==> config.mk <==
export PLATFORM = sky130hd
export DESIGN_NAME = opb_register_ppc2simulink_hs
export DESIGN_NICKNAME = d
export VERILOG_FILES = /design/src/rtl/opb_p2s_pkg.sv /design/src/rtl/opb_p2s_fifo.sv /design/src/rtl/opb_register_ppc2simulink_hs.sv
export SDC_FILE = /design/constraint.sdc
export NUM_CORES = 1
export LEC_CHECK = 0
export CORE_MARGIN = 4
export CORE_UTILIZATION = 50
export CTS_CLUSTER_SIZE = 12
export DETAILED_ROUTE_END_ITERATION = 8
export DONT_BUFFER_PORTS = 1
export GPL_ROUTABILITY_DRIVEN = 0
export GPL_TIMING_DRIVEN = 0
export PLACE_DENSITY_LB_ADDON = 0.3
export SLEW_MARGIN = 40
export SYNTH_ARGS = -nofsm -noshare
export SYNTH_HDL_FRONTEND = slang
export SYNTH_SLANG_ARGS = --single-unit
==> constraint.sdc <==
create_clock -name OPB_Clk -period 3.4 [get_ports OPB_Clk]
set_input_delay 0.51 -clock OPB_Clk [delete_from_list [all_inputs] [get_ports OPB_Clk]]
set_output_delay 0.51 -clock OPB_Clk [all_outputs]
set_load 0.05 [all_outputs]
==> src/rtl/opb_p2s_pkg.sv <==
// Shared definitions for the PPC-to-fabric OPB register: FSM encoding, decode bit, STATUS layout.
// Pure declarations and helper functions; no clocked logic.
// Not applicable: no flow control lives here.
package opb_p2s_pkg;

  // Bus-side handshake FSM, kept as plain constants for legacy tool compatibility
  typedef logic [1:0] state_t;
  localparam state_t ST_IDLE = 2'd0;
  localparam state_t ST_ACK  = 2'd1;
  localparam state_t ST_WAIT = 2'd2;

  // OPB (big-endian) bit of the address that selects STATUS (offset 0x4) over DATA (offset 0x0)
  localparam int SEL_ABUS_BIT = 29;

  // STATUS word layout, user (little-endian) numbering
  localparam int STAT_VLD     = 0;
  localparam int STAT_OVR     = 1;
  localparam int STAT_OCC_LSB = 2;
  localparam int STAT_OCC_W   = 3;

  // Byte-lane merge; be[3] covers bits 31:24, which is OPB BE[0] / DBus[0:7]
  function automatic logic [31:0] be_merge(input logic [31:0] old_w,
                                           input logic [31:0] new_w,
                                           input logic [3:0]  be);
    logic [31:0] r;
    r = old_w;
    for (int b = 0; b < 4; b++) begin
      if (be[b]) r[8*b +: 8] = new_w[8*b +: 8];
    end
    return r;
  endfunction

  // Assemble the STATUS read word
  function automatic logic [31:0] status_word(input logic                  vld,
                                              input logic                  ovr,
                                              input logic [STAT_OCC_W-1:0] occ);
    logic [31:0] r;
    r = '0;
    r[STAT_VLD] = vld;
    r[STAT_OVR] = ovr;
    r[STAT_OCC_LSB +: STAT_OCC_W] = occ;
    return r;
  endfunction

endpackage

==> src/rtl/opb_p2s_fifo.sv <==
// Small synchronous FIFO with occupancy count; only compiled when OPB_P2S_FIFO_EN is defined.
// Latency: a pushed word is visible on pop_dat the cycle after the push edge.
// Backpressure: push while full is dropped unless a pop happens on the same edge.
`ifdef OPB_P2S_FIFO_EN
module opb_p2s_fifo #(
  parameter  int DEPTH = 4,
  parameter  int WIDTH = 32,
  localparam int AW    = $clog2(DEPTH),
  localparam int CW    = AW + 1
) (
  input  logic             clk,
  input  logic             rst_n,
  input  logic             push,
  input  logic [WIDTH-1:0] push_dat,
  input  logic             pop,
  output logic [WIDTH-1:0] pop_dat,
  output logic [CW-1:0]    count,
  output logic             full,
  output logic             empty
);

  logic [WIDTH-1:0] mem [DEPTH];
  logic [AW-1:0]    wr_ptr_q, wr_ptr_d;
  logic [AW-1:0]    rd_ptr_q, rd_ptr_d;
  logic [CW-1:0]    cnt_q, cnt_d;
  logic             do_push, do_pop;

  assign full    = (cnt_q == CW'(DEPTH));
  assign empty   = (cnt_q == '0);
  assign count   = cnt_q;
  assign pop_dat = mem[rd_ptr_q];
  assign do_push = push & (~full | pop);
  assign do_pop  = pop & ~empty;

  // Pointer and count bookkeeping; pointers wrap naturally since DEPTH is a power of two
  always_comb begin
    wr_ptr_d = wr_ptr_q + (do_push ? AW'(1) : AW'(0));
    rd_ptr_d = rd_ptr_q + (do_pop  ? AW'(1) : AW'(0));
    cnt_d    = cnt_q;
    if (do_push && !do_pop) cnt_d = cnt_q + CW'(1);
    else if (!do_push && do_pop) cnt_d = cnt_q - CW'(1);
  end

  // Control state registers
  always_ff @(posedge clk or negedge rst_n) begin
    if (!rst_n) begin
      wr_ptr_q <= '0;
      rd_ptr_q <= '0;
      cnt_q    <= '0;
    end else begin
      wr_ptr_q <= wr_ptr_d;
      rd_ptr_q <= rd_ptr_d;
      cnt_q    <= cnt_d;
    end
  end

  // Storage array, no reset needed since reads are gated by the count
  always_ff @(posedge clk) begin
    if (do_push) mem[wr_ptr_q] <= push_dat;
  end

endmodule
`endif

==> src/rtl/opb_register_ppc2simulink_hs.sv <==
// OPB slave register passing PPC-written words to fabric over valid/ready (DATA at +0x0, STATUS at +0x4).
// Latency: xferAck one cycle after a decoded select; a written word is valid to the fabric the cycle after ack.
// Backpressure: 1-entry holding reg overwrites and flags overrun; with OPB_P2S_FIFO_EN a full FIFO answers Sl_retry.
module opb_register_ppc2simulink_hs
  import opb_p2s_pkg::*;
#(
  parameter logic [31:0] C_BASEADDR   = 32'h0109_0000,
  parameter logic [31:0] C_HIGHADDR   = 32'h0109_00FF,
  parameter int          C_OPB_AWIDTH = 32,
  parameter int          C_OPB_DWIDTH = 32,
  parameter              C_FAMILY     = "virtex5",
  parameter int          C_FIFO_DEPTH = 4
) (
  input  logic                    OPB_Clk,
  input  logic                    OPB_Rst_n,
  input  logic [0:C_OPB_AWIDTH-1] OPB_ABus,
  input  logic [0:3]              OPB_BE,
  input  logic [0:C_OPB_DWIDTH-1] OPB_DBus,
  input  logic                    OPB_RNW,
  input  logic                    OPB_select,
  input  logic                    OPB_seqAddr,
  output logic [0:C_OPB_DWIDTH-1] Sl_DBus,
  output logic                    Sl_xferAck,
  output logic                    Sl_retry,
  output logic                    Sl_errAck,
  output logic                    Sl_toutSup,
  output logic [31:0]             user_data_out,
  output logic                    user_data_valid,
  input  logic                    user_data_ready
);

  state_t      state_q, state_d;
  logic        stat_sel_q, stat_sel_d;
  logic        rnw_q, rnw_d;
  logic [31:0] shadow_q, shadow_d;
  logic        ovr_q, ovr_d;

  logic [31:0] abus_u, dbus_u, merged, rd_dat;
  logic [3:0]  be_u;
  logic        hit, in_ack, wr_data, wr_stat, rd_ack;
  logic        pop, push, retry, ovr_set, ovr_clr;
  logic        q_vld;
  logic [31:0] q_dat;
  logic [STAT_OCC_W-1:0] occ;
  logic        unused_ok;

  // Packed [0:31] bus assigns straight across: OPB bit i lands on user bit 31-i
  assign abus_u = 32'(OPB_ABus);
  assign dbus_u = 32'(OPB_DBus);
  assign be_u   = OPB_BE;

  assign hit     = OPB_select && (abus_u >= C_BASEADDR) && (abus_u <= C_HIGHADDR);
  assign in_ack  = (state_q == ST_ACK);
  assign wr_data = in_ack & ~rnw_q & ~stat_sel_q;
  assign wr_stat = in_ack & ~rnw_q &  stat_sel_q;
  assign rd_ack  = in_ack &  rnw_q;
  assign merged  = be_merge(shadow_q, dbus_u, be_u);
  assign pop     = q_vld & user_data_ready;
  assign push    = wr_data & ~retry;
  assign ovr_clr = wr_stat & dbus_u[STAT_OVR];

  assign Sl_xferAck      = in_ack & ~retry;
  assign Sl_retry        = retry;
  assign Sl_errAck       = 1'b0;
  assign Sl_toutSup      = 1'b0;
  assign user_data_valid = q_vld;
  assign user_data_out   = q_dat;

  // Read mux; the bus is driven only while acking a read
  always_comb begin
    rd_dat = '0;
    if (rd_ack) rd_dat = stat_sel_q ? status_word(q_vld, ovr_q, occ) : shadow_q;
  end
  assign Sl_DBus = C_OPB_DWIDTH'(rd_dat);

  // Handshake FSM: one wait state, a single ack cycle, then hold off until the master drops select
  always_comb begin
    state_d    = state_q;
    stat_sel_d = stat_sel_q;
    rnw_d      = rnw_q;
    case (state_q)
      ST_IDLE: begin
        if (hit) begin
          state_d    = ST_ACK;
          stat_sel_d = OPB_ABus[SEL_ABUS_BIT];
          rnw_d      = OPB_RNW;
        end
      end
      ST_ACK:  state_d = ST_WAIT;
      ST_WAIT: if (!OPB_select) state_d = ST_IDLE;
      default: state_d = ST_IDLE;
    endcase
  end

  // Shadow follows every accepted DATA write; overrun is sticky with set winning over clear
  always_comb begin
    shadow_d = push ? merged : shadow_q;
    ovr_d    = ovr_set | (ovr_q & ~ovr_clr);
  end

  // Bus-side state registers
  always_ff @(posedge OPB_Clk or negedge OPB_Rst_n) begin
    if (!OPB_Rst_n) begin
      state_q    <= ST_IDLE;
      stat_sel_q <= 1'b0;
      rnw_q      <= 1'b0;
      shadow_q   <= '0;
      ovr_q      <= 1'b0;
    end else begin
      state_q    <= state_d;
      stat_sel_q <= stat_sel_d;
      rnw_q      <= rnw_d;
      shadow_q   <= shadow_d;
      ovr_q      <= ovr_d;
    end
  end

`ifdef OPB_P2S_FIFO_EN
  localparam int CW = $clog2(C_FIFO_DEPTH) + 1;
  logic [CW-1:0] fifo_cnt;
  logic          fifo_full, fifo_empty;
  logic [31:0]   fifo_dat;

  opb_p2s_fifo #(
    .DEPTH (C_FIFO_DEPTH),
    .WIDTH (32)
  ) u_fifo (
    .clk      (OPB_Clk),
    .rst_n    (OPB_Rst_n),
    .push     (push),
    .push_dat (merged),
    .pop      (pop),
    .pop_dat  (fifo_dat),
    .count    (fifo_cnt),
    .full     (fifo_full),
    .empty    (fifo_empty)
  );

  // A full FIFO refuses the write unless the fabric frees a slot on the same edge
  assign retry   = wr_data & fifo_full & ~pop;
  assign ovr_set = retry;
  assign q_vld   = ~fifo_empty;
  assign q_dat   = fifo_empty ? 32'h0 : fifo_dat;
  assign occ     = STAT_OCC_W'(fifo_cnt);
  assign unused_ok = ^{OPB_seqAddr, (C_FAMILY == "virtex5")};
`else
  logic        hold_vld_q, hold_vld_d;
  logic [31:0] hold_dat_q, hold_dat_d;

  // Writes never stall; a push onto an unconsumed word replaces it and flags overrun
  assign retry   = 1'b0;
  assign ovr_set = push & hold_vld_q & ~pop;
  assign q_vld   = hold_vld_q;
  assign q_dat   = hold_dat_q;
  assign occ     = {{(STAT_OCC_W-1){1'b0}}, hold_vld_q};
  assign unused_ok = ^{OPB_seqAddr, (C_FAMILY == "virtex5"), (C_FIFO_DEPTH != 0)};

  // Holding register: a push always loads, a pop alone empties it
  always_comb begin
    hold_vld_d = hold_vld_q;
    hold_dat_d = hold_dat_q;
    if (push) begin
      hold_vld_d = 1'b1;
      hold_dat_d = merged;
    end else if (pop) begin
      hold_vld_d = 1'b0;
    end
  end

  // Holding register state
  always_ff @(posedge OPB_Clk or negedge OPB_Rst_n) begin
    if (!OPB_Rst_n) begin
      hold_vld_q <= 1'b0;
      hold_dat_q <= '0;
    end else begin
      hold_vld_q <= hold_vld_d;
      hold_dat_q <= hold_dat_d;
    end
  end
`endif

endmodule

==> out/metrics.csv, run 1 <==
stage,metric,value,unit
outcome,status,finished clean,
grt,grt_pass1_vias,1156,
routing,dr_total_vias,1124,
power,ir_worst_vdd,0.000206,V
setup_path,startpoint_type,flop,
placed_design,dpl.hpwl,2970,um
placed_design,placed_area,0.00185,mm2
clocking,clk_latency,0.32,ns
setup_path,crit_buf_inv,3,
clocking,cts_tree,done,
final_layout,drive_gt1_share,34.2,%
routing,wire_per_inst,18.4,um
grt,grt.total_usage,15.6,%
routing,drcViolationCount,0,
floorplan,floorplan.core_area,0.00339,mm2
floorplan,start_util,52.5,%
yosys,synth_cell_type_count,27,
setup_path,cp_data_arrival_time,2.57,ns
setup_path,required,2.89,ns
clocking,h-tree-depth,2,
yosys,ys_warn_count,0,
sta,grt_setup_unrepaired,no,
clocking,cts_sinks,38,
final_layout,stdcell_count,201,
setup_path,crit_family,simple AND/OR/NAND/NOR gates,
yosys,syn_area,0.00178,mm2
sta,worst_hold_slack,0.316,ns
clocking,cts_setup_buffers,0,
grt,antenna_found_initial,0,
final_layout,area_growth,8.44,%
routing,routed_via_density,5.59,
routing,wirelength,3690,um
floorplan,pin_count,143,
yosys,syn_avg_cell_area,12.4,um2
sta,finalHoldViolations,0,
sta,finClkSkew,0.00835,ns
routing,drt_iter0_markers,29,
floorplan,die_h,67.7,um
setup_path,crit_type,reg -> out,
yosys,ys_seq_area_share,53.4,%
floorplan,dieArea,0.00458,mm2
placed_design,dp.cells,192,
floorplan,std_cell_rows,21,
setup_path,worst_setup_path_end_kind,output pin,
floorplan,die_x,67.7,um
setup_path,critPathMaxStageDelay,0.47,ns
clocking,cts.path.max_buffers,2,
grt,overflow,0,
sta,tns,0,ns
yosys,ys_seq_elements,38,
setup_path,worst_path_max_delay_cell,and2_1,
sta,relSlewSlack,58.2,%
clocking,cts_root_buffer,clkbuf_4,
sta,setup_viol,0,
routing,drtAntennaViolNets,0,
sta,drv_slew,0,
power,power_density,353,mW/mm2
power,p_leak,0.969,nW
job,cap_violations,0,
routing,drt_first_pass_iters,2,
final_layout,fin_nets,229,
setup_path,critPathMaxFanout,10,
placed_design,port_buffers,0,
grt,grt_pass1_wl,5270,um
grt,grt_max_degree,39,
setup_path,path_cells,"nand2b_4, inv_1, nand2_1, nor2_1, buf_2, clkbuf_2, and2_1",
clocking,cts_inserted_buffers,5,
yosys,syn_inst,144,
worst_hold_path,holdCritPathClass,in -> reg,
final_layout,fillCellCount,289,
sta,finalCritPeriodShare,90.5,%
sta,fmaxAchievable,325,MHz
sta,worstMarginPinSlew,0.627,ns
final_layout,n_antenna_cell,0,
sta,fin_crit,3.08,ns
clocking,clk_pin_slew,0.10,ns
final_layout,stdcell_area,0.00193,mm2
clocking,cts_resized,0,
## path summary, 6_finish.rpt
path,end,slack [ns],cells past startpoint,start
worst max-delay path,Sl_DBus[4],0.32,7,state_q[1]
worst min-delay path,user_data_out[0],0.32,1,OPB_DBus[31]
worst max register to register,user_data_out[1],1.81,4,stat_sel_q
worst min register to register,ovr_q,0.53,2,ovr_q
max in group asynchronous,user_data_out[12],2.59,2,OPB_Rst_n
min in group asynchronous,user_data_out[6],0.63,2,OPB_Rst_n
## layer usage
layer	up-vias	track usage, %	share of wire [%]
li1	504	-	-
met1	539	17.0	37
met2	74	26.6	50
met3	7	6.32	12
met4	0	6.84	1.4
met5	-	0	0
## cells in the mapped netlist
master    number  share of area, %
nand2_2        4               1.4
nand2b_4       1              0.77
nor4b_1        1              0.49
clkbuf_1       1              0.21
mux2i_1        1              0.56
a21oi_1        2              0.56
a21o_1         1              0.42
clkbuf_2       1              0.28
a31oi_1        1              0.35
mux2_1         2               1.3
conb_1         1              0.21
o21ai_0        1              0.28
dfrtp_1       38                53
and2_1        29                10
nor2_1         4              0.84
nand3b_1       1              0.42
nor4_1         4               1.4
mux2_2        32                20
nor3_4         1              0.91
inv_1          2              0.42
nand2_1        5               1.1
nor3b_1        1              0.42
buf_2          2              0.56
buf_4          3               1.3
nand2b_1       2              0.70
nand4_1        2              0.70
nor4bb_1       1              0.56
## cells in the final DEF (no fill, tap or decap), drive strengths merged
master / n
mux2i: 1
nand2: 9
clkbuf: 9
mux2: 34
nand4: 2
nor4b: 1
conb: 3
dlygate4sd3: 1
nor4bb: 1
o21ai: 1
inv: 2
a21oi: 2
nor2: 4
buf: 6
a21o: 1
dfrtp: 38
nor4: 4
nand3b: 1
nand2b: 3
and2: 29
a31oi: 1
nor3b: 1
nor3: 1
## state kept, by name (all words and copies together), names as in the netlist
name             cells
user_data_out       32
state_q              2
ovr_q                1
rnw_q                1
stat_sel_q           1
user_data_valid      1
## timing repair
item                                   CTS  global route
setup endpoints to repair                0             0
endpoints found under the hold margin   38             0
hold buffers                             2             0
## power by group
part           internal (mW)  leakage [nW]  total, mW  switching [mW]
Combinational        0.00789         0.413     0.0254          0.0175
Sequential             0.452         0.531      0.452      0.00000151
Clock                 0.0781        0.0254      0.205           0.127
Total                  0.538         0.969      0.682           0.144
## through the flow
stage / total power [mW] / utilization [%] / worst slack (ns)
4_1_cts: 0.694 / 56.9 / 0.274
3_5_place_dp: 0.474 / 54.7 / 0.669
3_3_place_gp: 0.474 / 54.4 / 0.730
5_1_grt: 0.718 / 56.9 / 0.155
6_report: 0.682 / 56.9 / 0.324
2_1_floorplan: 0.474 / - / 0.983
## logic make-up after synthesis
| kind of cell | Yosys count | synth area share, % |
|---|---|---|
| mux | 35 | 22.1 |
| compound gates | 5 | 1.62 |
| other cells | 1 | 0.211 |
| buf+inv | 9 | 2.74 |
| flops | 38 | 53.4 |
| simple gates | 56 | 19.9 |
## cell type report
type | count | area [um2] | area share [%]
flip-flops and latches | 38 | 951 | 49.3
multi-input cells | 99 | 797 | 41.3
well taps | 46 | 57.6 | 2.98
clock buffers | 7 | 45.0 | 2.33
plain buffers | 7 | 41.3 | 2.14
repair buffers | 2 | 30.0 | 1.56
inverters | 2 | 7.51 | 0.389
Note: power is estimated with default switching activity, not from simulation.
==> run 2: changes to the inputs <==
Settings changed: CORE_UTILIZATION 50 to 46, SKIP_LAST_GASP from default to 1.
==> run 2 against run 1 <==
Compared with the run above: first-iteration DRC count up 24%; cell area is 3.0% higher; largest cell class unchanged; global-route usage is 0.53 points higher; clock power increased by 69%; combinational power shrank 5%; die area rose by 7.7%; wire length grew 5.3%.
==> out/metrics.csv, run 2 (synthesis results as in run 1) <==
stage,metric,value,unit,change
grt,grt_pass1_wl,6290,um,+19%
setup_path,critPathMaxStageDelay,0.47,ns,about the same
routing,wire_per_inst,19.2,um,+4.2%
setup_path,crit_type,reg -> out,,
setup_path,critPathMaxFanout,10,,unchanged
setup_path,r2r-start,state_q[0],,
sta,worst_hold_slack,0.0552,ns,-0.261 ns
power,p_leak,0.997,nW,+2.9%
clocking,clk_pin_slew,0.07,ns,-0.03 ns
floorplan,pin_count,143,,unchanged
sta,finClkSkew,0.00544,ns,-0.00291 ns
sta,layout_setup_ws,0.333,ns,+0.00877 ns
power,total_power,824,uW,+21%
routing,routed_via_density,5.66,,+1.1%
setup_path,crit_family,simple AND/OR/NAND/NOR gates,,
sta,worstMarginPinSlew,0.623,ns,-0.00375 ns
worst_hold_path,holdCritPathClass,in -> async,,
grt,use_met2,27.9,%,+1.3 points
final_layout,drive_gt1_share,36.1,%,+1.9 points
clocking,cts.path.max_buffers,2,,unchanged
routing,drt_iter0_markers,36,,+24%
routing,wirelength,3890,um,+5.3%
power,power_density,414,mW/mm2,+17%
setup_path,path_cells,"nand2b_4, inv_1, nand2_1, nor2_1, buf_2, clkbuf_2, and2_1",,
clocking,clk_latency,0.28,ns,-0.04 ns
clocking,cts_inserted_buffers,5,,unchanged
setup_path,crit_buf_inv,3,,unchanged
power,ir_worst_vdd,0.000217,V,+5.5%
final_layout,seqCellArea,951,um2,unchanged
sta,drv_slew,0,,unchanged
floorplan,floorplan.core_area,0.00369,mm2,+8.8%
placed_design,dp_slack,0.611,ns,-0.0580 ns
floorplan,die_x,70.2,um,+3.8%
grt,grt.met1_usage,18.3,%,+1.3 points
clocking,cts_root_buffer,clkbuf_8,,
setup_path,cp_data_arrival_time,2.56,ns,about the same
grt,grt_pass1_vias,1249,,+8.0%
sta,setup_viol,0,,unchanged
grt,grt.total_usage,16.2,%,+0.53 points
final_layout,layout_commonest_cell,dfrtp_1,,
clocking,cts_setup_buffers,0,,unchanged
final_layout,post-route-util,53.9,%,-3.1 points
setup_path,worstSetupStartpoint,state_q[1],,
final_layout,final_cell_mix,"dfrtp_1, mux2_2, and2_1",,
clocking,cts_tree,done,,
grt,grt.met3_usage,6.33,%,+0.0081 points
routing,drtAntennaViolNets,0,,unchanged
setup_path,required,2.89,ns,about the same
clocking,cts_sinks,38,,unchanged
clocking,cts.hold.buffers_added,1,,-1
placed_design,dpl.hpwl,3150,um,+6.3%
sta,tns,0,ns,unchanged
final_layout,largest_register_ffs,32,,unchanged
final_layout,n_antenna_cell,0,,unchanged
sta,finalHoldViolations,0,,unchanged
sta,fin_crit,3.07,ns,-0.00877 ns
grt,top_usage_layer,met2,,
sta,finalCritPeriodShare,90.2,%,-0.26 points
floorplan,dieArea,0.00493,mm2,+7.7%
clocking,h-tree-depth,2,,unchanged
grt,grt_max_degree,39,,unchanged
final_layout,multi_input_area,797,um2,unchanged
final_layout,fillCellCount,342,,+18%
setup_path,startpoint_type,flop,,
sta,grt_setup_unrepaired,no,,
grt,overflow,0,,unchanged
sta,fmaxAchievable,326,MHz,+0.29%
final_layout,area_growth,11.7,%,
floorplan,start_util,48.2,%,-4.3 points
grt,antenna_found_initial,0,,unchanged
placed_design,port_buffers,0,,unchanged
clocking,cts_resized,0,,unchanged
routing,drcViolationCount,0,,unchanged
routing,drt_first_pass_iters,4,,+2
sta,relSlewSlack,58.5,%,+0.25 points
floorplan,die_h,70.2,um,+3.8%
outcome,status,finished clean,,
routing,dr_total_vias,1148,,+2.1%
floorplan,std_cell_rows,22,,+4.8%
setup_path,worst_setup_path_end_kind,output pin,,
job,cap_violations,0,,unchanged
setup_path,worst_path_max_delay_cell,and2_1,,
final_layout,fin_nets,228,,-0.44%
[run 2: power breakdown]
| group | switching [mW] | leakage (nW) | internal (mW) |
|---|---|---|---|
| Combinational | 0.0170 | 0.409 | 0.00719 |
| Clock | 0.143 | 0.0575 | 0.205 |
| Sequential | 0.00000151 | 0.531 | 0.452 |
[run 2: layer usage]
layer / vias to the layer above / share of wire [%]
met5: - / 0
met4: 0 / 0.93
met3: 5 / 12
met2: 80 / 53
met1: 558 / 35
li1: 505 / -
[run 2: layout make-up]
| type | count | area share [%] |
|---|---|---|
| Buffer | 7 | 2.08 |
| Clock buffer | 8 | 5.54 |
| Inverter | 2 | 0.378 |
| Multi-Input combinational cell | 99 | 40.1 |
| Sequential cell | 38 | 47.9 |
| Timing Repair Buffer | 1 | 1.01 |
| Tap cell | 48 | 3.02 |
[run 2: path summary, 6_finish.rpt]
path	to	slack, ns	depth (start not counted)
min reg2reg	ovr_q	0.51	2
min in group OPB_Clk	user_data_out[1]	0.36	1
min	user_data_out[25]	0.06	1
max in group asynchronous	user_data_out[20]	3.14	1
max	Sl_DBus[6]	0.33	7
max reg2reg	stat_sel_q	1.76	4
[run 2: through the flow]
step | std cells | area [um2]
CTS | 203 | 1990
finish | 203 | 1990
global placement | 194 | 1850
detailed placement | 194 | 1860
global route | 203 | 1990
floorplan | 146 | 1790
